===== src/rtl/mc_ctrl.sv =====
// mc_ctrl: multi-cycle control FSM for the shared-memory MIPS datapath.
// Steps each instruction through FETCH/DECODE/EXEC/MEM/WB, drives all
// datapath strobes combinationally from the current state, and counts
// retired instructions. Unsupported opcodes park the FSM in TRAP.
module mc_ctrl (
    input  logic        clock,
    input  logic        reset,
    input  logic [5:0]  op,
    input  logic [5:0]  funct,
    input  logic        zero,
    input  logic        mem_ready,
    output logic        pc_write,
    output logic [1:0]  pc_src,
    output logic        ir_write,
    output logic        i_or_d,
    output logic        mem_read,
    output logic        mem_write,
    output logic        reg_write,
    output logic        reg_dst,
    output logic        mem_to_reg,
    output logic        alu_src,
    output logic        if_extend,
    output logic [4:0]  aluop,
    output logic        retire,
    output logic [31:0] instr_cnt,
    output logic        illegal,
    output logic [3:0]  state
);

    localparam logic [4:0] ALU_ADD = 5'd0;
    localparam logic [4:0] ALU_SUB = 5'd1;
    localparam logic [4:0] ALU_AND = 5'd2;
    localparam logic [4:0] ALU_OR  = 5'd3;
    localparam logic [4:0] ALU_SLT = 5'd4;
    localparam logic [4:0] ALU_LUI = 5'd5;

    localparam logic [5:0] OP_R     = 6'h00;
    localparam logic [5:0] OP_J     = 6'h02;
    localparam logic [5:0] OP_BEQ   = 6'h04;
    localparam logic [5:0] OP_ADDIU = 6'h09;
    localparam logic [5:0] OP_ORI   = 6'h0d;
    localparam logic [5:0] OP_LUI   = 6'h0f;
    localparam logic [5:0] OP_LW    = 6'h23;
    localparam logic [5:0] OP_SW    = 6'h2b;

    localparam logic [5:0] FN_ADDU = 6'h21;
    localparam logic [5:0] FN_SUBU = 6'h23;
    localparam logic [5:0] FN_AND  = 6'h24;
    localparam logic [5:0] FN_OR   = 6'h25;
    localparam logic [5:0] FN_SLT  = 6'h2a;

    typedef enum logic [3:0] {
        FETCH  = 4'd0,
        DECODE = 4'd1,
        EXEC   = 4'd2,
        MEM_RD = 4'd3,
        MEM_WR = 4'd4,
        WB     = 4'd5,
        BRANCH = 4'd6,
        JUMP   = 4'd7,
        TRAP   = 4'd8
    } state_t;

    state_t cur;

    logic is_rtype, rtype_ok, is_imm, is_lw, is_sw, is_beq, is_j, alu_path;
    logic [4:0] exec_aluop;

    assign is_rtype = (op == OP_R);
    assign rtype_ok = is_rtype && (funct == FN_ADDU || funct == FN_SUBU ||
                                   funct == FN_AND  || funct == FN_OR   ||
                                   funct == FN_SLT);
    assign is_imm   = (op == OP_ADDIU) || (op == OP_ORI) || (op == OP_LUI);
    assign is_lw    = (op == OP_LW);
    assign is_sw    = (op == OP_SW);
    assign is_beq   = (op == OP_BEQ);
    assign is_j     = (op == OP_J);
    // Everything that runs through EXEC (ALU ops and address generation).
    assign alu_path = rtype_ok || is_imm || is_lw || is_sw;

    // ALU operation for EXEC, also held through WB so the result stays stable.
    always_comb begin
        exec_aluop = ALU_ADD;
        if (is_rtype) begin
            case (funct)
                FN_SUBU: exec_aluop = ALU_SUB;
                FN_AND:  exec_aluop = ALU_AND;
                FN_OR:   exec_aluop = ALU_OR;
                FN_SLT:  exec_aluop = ALU_SLT;
                default: exec_aluop = ALU_ADD;
            endcase
        end else if (op == OP_ORI) begin
            exec_aluop = ALU_OR;
        end else if (op == OP_LUI) begin
            exec_aluop = ALU_LUI;
        end
    end

    // State sequencing, retired-instruction counter and sticky trap flag.
    always_ff @(posedge clock or negedge reset) begin
        if (!reset) begin
            cur       <= FETCH;
            instr_cnt <= '0;
            illegal   <= 1'b0;
        end else begin
            if (retire) instr_cnt <= instr_cnt + 32'd1;
            case (cur)
                FETCH:  if (mem_ready) cur <= DECODE;
                DECODE: begin
                    if (alu_path)    cur <= EXEC;
                    else if (is_beq) cur <= BRANCH;
                    else if (is_j)   cur <= JUMP;
                    else begin
                        cur     <= TRAP;
                        illegal <= 1'b1;
                    end
                end
                EXEC: begin
                    if (is_lw)      cur <= MEM_RD;
                    else if (is_sw) cur <= MEM_WR;
                    else            cur <= WB;
                end
                MEM_RD: if (mem_ready) cur <= WB;
                MEM_WR: if (mem_ready) cur <= FETCH;
                WB, BRANCH, JUMP: cur <= FETCH;
                TRAP:    cur <= TRAP;
                default: cur <= FETCH;
            endcase
        end
    end

    // Datapath strobes; all held low while reset is asserted.
    always_comb begin
        pc_write   = 1'b0;
        pc_src     = 2'd0;
        ir_write   = 1'b0;
        i_or_d     = 1'b0;
        mem_read   = 1'b0;
        mem_write  = 1'b0;
        reg_write  = 1'b0;
        reg_dst    = 1'b0;
        mem_to_reg = 1'b0;
        alu_src    = 1'b0;
        if_extend  = 1'b0;
        aluop      = ALU_ADD;
        retire     = 1'b0;
        if (reset) begin
            case (cur)
                FETCH: begin
                    mem_read = 1'b1;
                    if (mem_ready) begin
                        ir_write = 1'b1;
                        pc_write = 1'b1;
                    end
                end
                EXEC: begin
                    alu_src   = !is_rtype;
                    if_extend = (op == OP_ADDIU) || is_lw || is_sw;
                    aluop     = exec_aluop;
                end
                MEM_RD: begin
                    mem_read = 1'b1;
                    i_or_d   = 1'b1;
                end
                MEM_WR: begin
                    mem_write = 1'b1;
                    i_or_d    = 1'b1;
                    retire    = mem_ready;
                end
                WB: begin
                    reg_write  = 1'b1;
                    reg_dst    = is_rtype;
                    mem_to_reg = is_lw;
                    alu_src    = !is_rtype;
                    aluop      = exec_aluop;
                    retire     = 1'b1;
                end
                BRANCH: begin
                    aluop    = ALU_SUB;
                    pc_src   = 2'd1;
                    pc_write = zero;
                    retire   = 1'b1;
                end
                JUMP: begin
                    pc_write = 1'b1;
                    pc_src   = 2'd2;
                    retire   = 1'b1;
                end
                default: ;
            endcase
        end
    end

    assign state = cur;

endmodule


===== config.mk =====
export PLATFORM = sky130hd
export DESIGN_NAME = mc_ctrl
export DESIGN_NICKNAME = d
export VERILOG_FILES = /design/src/rtl/mc_ctrl.sv
export SDC_FILE = /design/constraint.sdc
export NUM_CORES = 1
export LEC_CHECK = 0
export BUFFER_PORTS_ARGS = -buffer_cell sky130_fd_sc_hd__clkbuf_2
export CORE_AREA = 4 4 55 107
export CTS_CLUSTER_DIAMETER = 150
export DETAILED_ROUTE_END_ITERATION = 12
export DIE_AREA = 0 0 59 111
export PLACE_DENSITY_LB_ADDON = 0.3
export SLEW_MARGIN = 20
export SYNTH_ARGS = -nofsm -noshare
export SYNTH_HDL_FRONTEND = slang
export SYNTH_SLANG_ARGS = --single-unit

===== constraint.sdc =====
create_clock -name clock -period 3 [get_ports clock]
set_input_delay 0.6 -clock clock [delete_from_list [all_inputs] [get_ports clock]]
set_output_delay 0.6 -clock clock [all_outputs]
set_load 0.01 [all_outputs]

==> out/qor.yml, run 1 <==
setup_viol: 0
syn_to_final_growth_pct: 20.2
synthDominantCellAreaShare_pct: 41.8
drive_gt1_share_pct: 30.3
clkSinkCount: 37
path_class: "register to output port"
synth_edf_count: 0
die_area_mm2: 0.00655
ant_nets: 0
clk_pin_slew_ns: 0.07
rows: 37
dp_cells: 347
required_ns: 2.40
final.setup.tns_ns: 0
tightest_slew_ns: 0.656
cts_root_buffer: "clkbuf_8"
num_vias: 2001
r2r_end: "instr_cnt[22]"
end_kind: "output port"
rsz0062_at_grt: "false"
viasPerCell: 5.64
grt_use_total_pct: 17.7
diodes: 0
worst_path_max_delay_cell: "dfrtp_1"
async_flop_share_pct: 100
period_minus_slack_ns: 2.63
nets: 313
ys_types: 47
grt_pass1_vias: 1945
grt_use_met1_pct: 18.0
crit_path_start_kind: "register"
gp_congestion: 0.881
num-fill-cells: 490
busiest_layer: "met2"
dp_hpwl_um: 4390
numPortBuffers: 68
ir_drop_v: 0.000332
p_total_w: 0.00117
slew_headroom_pct: 55.9
p_per_area_mw_per_mm2: 440
cts_hold_buffers: 0
rr_worst_depth: 4
drt_iter0_markers: 40
synthCells: 228
dr.pass1.iters: 4
crit_fanout: 20
ctsResizeCount: 0
max_freq_ghz: 0.380
grt_antenna_before_repair: 0
fin_util_pct: 52.3
synth_area_mm2: 0.00221
post_cts_buffers: 0
grt_pass1_wl_um: 9040
seq_area_frac_synth_pct: 41.8
start_util_pct: 43.5
period_share_pct: 87.7
ys_seq_elements: 37
io_pins: 71
fin_skew_ns: 0.00502
synth_top_flop_cell: "dfrtp_1"
final-max-slew-violation-count: 0
synth_common_cells: "37 x dfrtp_1, 28 x xnor2_1, 18 x nand4_1"
clock_path_buffers: 2
die_x_um: 59
drc_errors: 0
crit_path_cell_trace: "or3b_1 > a21oi_1 > o211ai_1 > o22ai_1 > clkbuf_2"
grt_max_degree: 35
fp.dieH_um: 111
grt_use_met2_pct: 32.2
outcome: "finished, final reports clean"
hp-class: "input pin to asynchronous set/reset pin"
cts_tree: "done"
crit_arrival_ns: 2.03
drt-total-wl_um: 5670
cts_buffers: 5
yosysTopAreaCell: "dfrtp_1"
overflow: 0
yosysMostFrequentCell: "dfrtp_1"
wl_per_cell_um: 16.0
r2r_slack_ns: 1.16
cts_max_level: 2
avgSynthCellArea_um2: 9.71
critPathMaxStageDelay_ns: 0.59
p_leak_nw: 1.28
synthTopCellsByArea: "dfrtp_1 42%, xnor2_1 11%, nand4_1 5.1%"
reg2reg_from: "instr_cnt[4]"
coreArea_mm2: 0.00509
instances_no_fill: 355
hold_violations: 0
ys_warn_count: 0
clk_latency_ns: 0.29
met3_usage_pct: 2.80
cap_violations: 0
-- worst max-delay path, delay by kind of cell, from the launching register on --
kind                   cells  cell delay [ns]
buffers and inverters      1             0.16
DFF                        1             0.59
and+or+nand+nor            1             0.45
AOI/OAI and AO/OA          3             0.54
-- sequential cells by signal, summed over array words and instances, names as in the netlist --
register,cells
instr_cnt,32
illegal,1
state,4
-- power by group --
group          leakage [nW]  switching, W  total, W  internal [W]
Sequential            0.508     0.0000674  0.000593      0.000526
Combinational         0.725      0.000137  0.000239      0.000102
Clock                0.0450      0.000177  0.000338      0.000161
-- worst max path at each step --
stage	from	end	cells after the start
5_1_grt	state[0]	aluop[0]	5
3_3_place_gp	op[1]	aluop[0]	6
4_1_cts	state[0]	aluop[0]	5
3_5_place_dp	state[0]	aluop[0]	5
2_1_floorplan	state[0]	aluop[0]	5
6_report	state[0]	aluop[0]	5
-- layout make-up --
class | count | area, µm² | share of cell area, %
clock buffers | 6 | 72.6 | 2.73
inverters | 3 | 11.3 | 0.423
multi-input cells | 178 | 1210 | 45.3
repair buffers | 71 | 363 | 13.6
clock inverters | 2 | 10.0 | 0.376
flip-flops and latches | 37 | 926 | 34.8
well taps | 58 | 72.6 | 2.73
-- stage by stage --
stage,hold slack [ns],cell area (µm²),setup slack (ns)
global route,0.135,2660,0.251
detailed placement,0.449,2580,0.702
floorplan,0.304,2220,0.910
finish,0.131,2660,0.368
CTS,0.127,2660,0.371
global placement,0.446,2580,0.752
-- layer usage --
| layer | vias to the layer above | share of wire [%] | routed length, µm |
|---|---|---|---|
| li1 | 962 | - | - |
| met1 | 948 | 35 | 2010 |
| met2 | 73 | 55 | 3140 |
| met3 | 18 | 5.6 | 315 |
| met4 | 0 | 3.7 | 210 |
| met5 | - | 0 | 0 |
-- layout by cell type (no fill, tap or decap), drive strengths merged, types with 3 or more instances in the layout --
master	instances
inv	3
xor2	5
nand2b	3
buf	3
nor3	13
and2	6
nand3b	6
a21oi	4
nand4	19
nand2	16
nor4	6
clkbuf	74
and3	8
nand3	14
a31oi	3
nor2	15
nor2b	3
xnor2	28
nor3b	3
dfrtp	37
-- cell families (layout without fill, tap and decap cells) --
kind of cell / Yosys count / after routing / synth area share (%)
other: 1 / 2 / 0.169
xor gates and xnor gates: 33 / 33 / 13.1
muxes: 1 / 1 / 0.509
adders and majority gates: 1 / 1 / 0.565
and+or+nand+nor: 120 / 120 / 33.5
AOI/OAI and AO/OA: 21 / 21 / 6.56
DFF: 37 / 37 / 41.8
buffers and inverters: 14 / 82 / 3.84
No activity file was read; power rests on OpenSTA's default activity.
==> inputs of run 2 (changes only) <==
--- a/config.mk
+++ b/config.mk
@@ -10,7 +10,7 @@
 export CTS_CLUSTER_DIAMETER = 150
 export DETAILED_ROUTE_END_ITERATION = 12
 export DIE_AREA = 0 0 59 111
-export PLACE_DENSITY_LB_ADDON = 0.3
+export PLACE_DENSITY = 0.75
 export SLEW_MARGIN = 20
 export SYNTH_ARGS = -nofsm -noshare
 export SYNTH_HDL_FRONTEND = slang
==> run 2 against run 1 <==
Compared with the run above:
- fmax up 4.2%
- global-route usage up 0.19 points
- routed wire length down 2.5%
- critical path depth unchanged
- setup slack better by 0.11 ns
- highest routed layer unchanged
==> out/qor.yml, run 2 (synthesis gave the netlist of run 1 again) <==
outcome: "finished, final reports clean"
viasPerCell: 5.71
hp-class: "input pin to asynchronous set/reset pin"
fp.dieH_um: 111
diodes: 0
p_per_area_mw_per_mm2: 443
final.setup.tns_ns: 0
die_area_mm2: 0.00655
overflow: 0
final-max-slew-violation-count: 0
end_kind: "output port"
num_vias: 2034
fin_skew_ns: 0.00473
dr.pass1.iters: 4
clk_latency_ns: 0.29
final_common_cell: "clkbuf_2"
clk_pin_slew_ns: 0.07
setup_viol: 0
rr_worst_depth: 4
cts_hold_buffers: 0
coreArea_mm2: 0.00509
rows: 37
gp_congestion: 0.874
grt_pass1_wl_um: 9340
period_minus_slack_ns: 2.53
nets: 314
crit_arrival_ns: 1.93
wl_per_cell_um: 15.5
final_cell_mix: "68 x clkbuf_2, 37 x dfrtp_1, 28 x xnor2_1, 18 x nand4_1, 16 x nand2_1"
clkSinkCount: 37
post_cts_buffers: 0
drt_iter0_markers: 46
tightest_slew_ns: 0.613
drive_gt1_share_pct: 30.9
cts_tree: "done"
grt_use_total_pct: 17.9
path_class: "register to output port"
rsz0062_at_grt: "false"
ant_nets: 0
slew_headroom_pct: 58.8
crit_fanout: 12
clock_path_buffers: 2
drc_errors: 0
period_share_pct: 84.2
start_util_pct: 43.5
io_pins: 71
drt-total-wl_um: 5530
grt_antenna_before_repair: 0
cts_max_level: 2
largest_register: "instr_cnt"
numPortBuffers: 68
grt_max_degree: 33
die_x_um: 59
syn_to_final_growth_pct: 20.7
cap_violations: 0
max_freq_ghz: 0.396
cts_root_buffer: "clkbuf_8"
ctsResizeCount: 0
dp_hpwl_um: 4330
ir_drop_v: 0.000259
p_leak_nw: 1.28
fin_util_pct: 52.5
cts_buffers: 5
required_ns: 2.40
crit_path_start_kind: "register"
hold_violations: 0
grt_pass1_vias: 2051
largest_reg_flops: 32
-- run 2: worst paths after layout --
path,from,end,slack (ns)
max,state[2],aluop[0],0.47
min,reset,illegal,0.15
max reg2reg,instr_cnt[4],instr_cnt[26],1.21
min reg2reg,instr_cnt[31],instr_cnt[31],0.48
max in group asynchronous,reset,instr_cnt[20],2.18
min in group clock,instr_cnt[31],instr_cnt[31],0.48
-- run 2: metrics by stage --
| stage | std cells | worst slack (ns) | hold slack (ns) | power (W) | cell area, µm² |
|---|---|---|---|---|---|
| 6_report | 356 | 0.473 | 0.152 | 0.00119 | 2670 |
| 5_1_grt | 356 | 0.323 | 0.158 | 0.00126 | 2670 |
| 4_1_cts | 356 | 0.482 | 0.145 | 0.00120 | 2670 |
| 3_5_place_dp | 348 | 0.749 | 0.461 | 0.000855 | 2590 |
| 3_3_place_gp | 348 | 0.800 | 0.456 | 0.000847 | 2590 |
| 2_1_floorplan | 229 | 0.910 | 0.304 | 0.000743 | 2220 |
-- run 2: per-layer routing --
layer | up-vias | global-route usage [%] | wire length [µm]
met1 | 958 | 19.5 | 1990
met4 | 0 | 10.9 | 243
li1 | 967 | - | -
met3 | 19 | 2.45 | 331
met2 | 90 | 31.1 | 2960
met5 | - | 0 | 0
-- run 2: cell type report --
type                            count  area (µm²)
Tap cell                           58        72.6
Inverter                            3        11.3
Multi-Input combinational cell    178        1210
Clock inverter                      3        17.5
Timing Repair Buffer               72         370
Clock buffer                        5        68.8
Sequential cell                    37         926
Fill cell                         509        2420
-- run 2: critical path: stages (launching register included) --
cell	delay (ns)
dfrtp_1	0.51
or3b_1	0.39
a21oi_1	0.25
o211ai_1	0.16
o22ai_1	0.17
clkbuf_2	0.16
-- run 2: where the power goes --
part | total, W | leakage (nW) | switching [W] | internal, W
Clock | 0.000342 | 0.0439 | 0.000182 | 0.000160
Sequential | 0.000562 | 0.508 | 0.0000362 | 0.000526
Combinational | 0.000281 | 0.731 | 0.000170 | 0.000110
Total | 0.00119 | 1.28 | 0.000389 | 0.000796
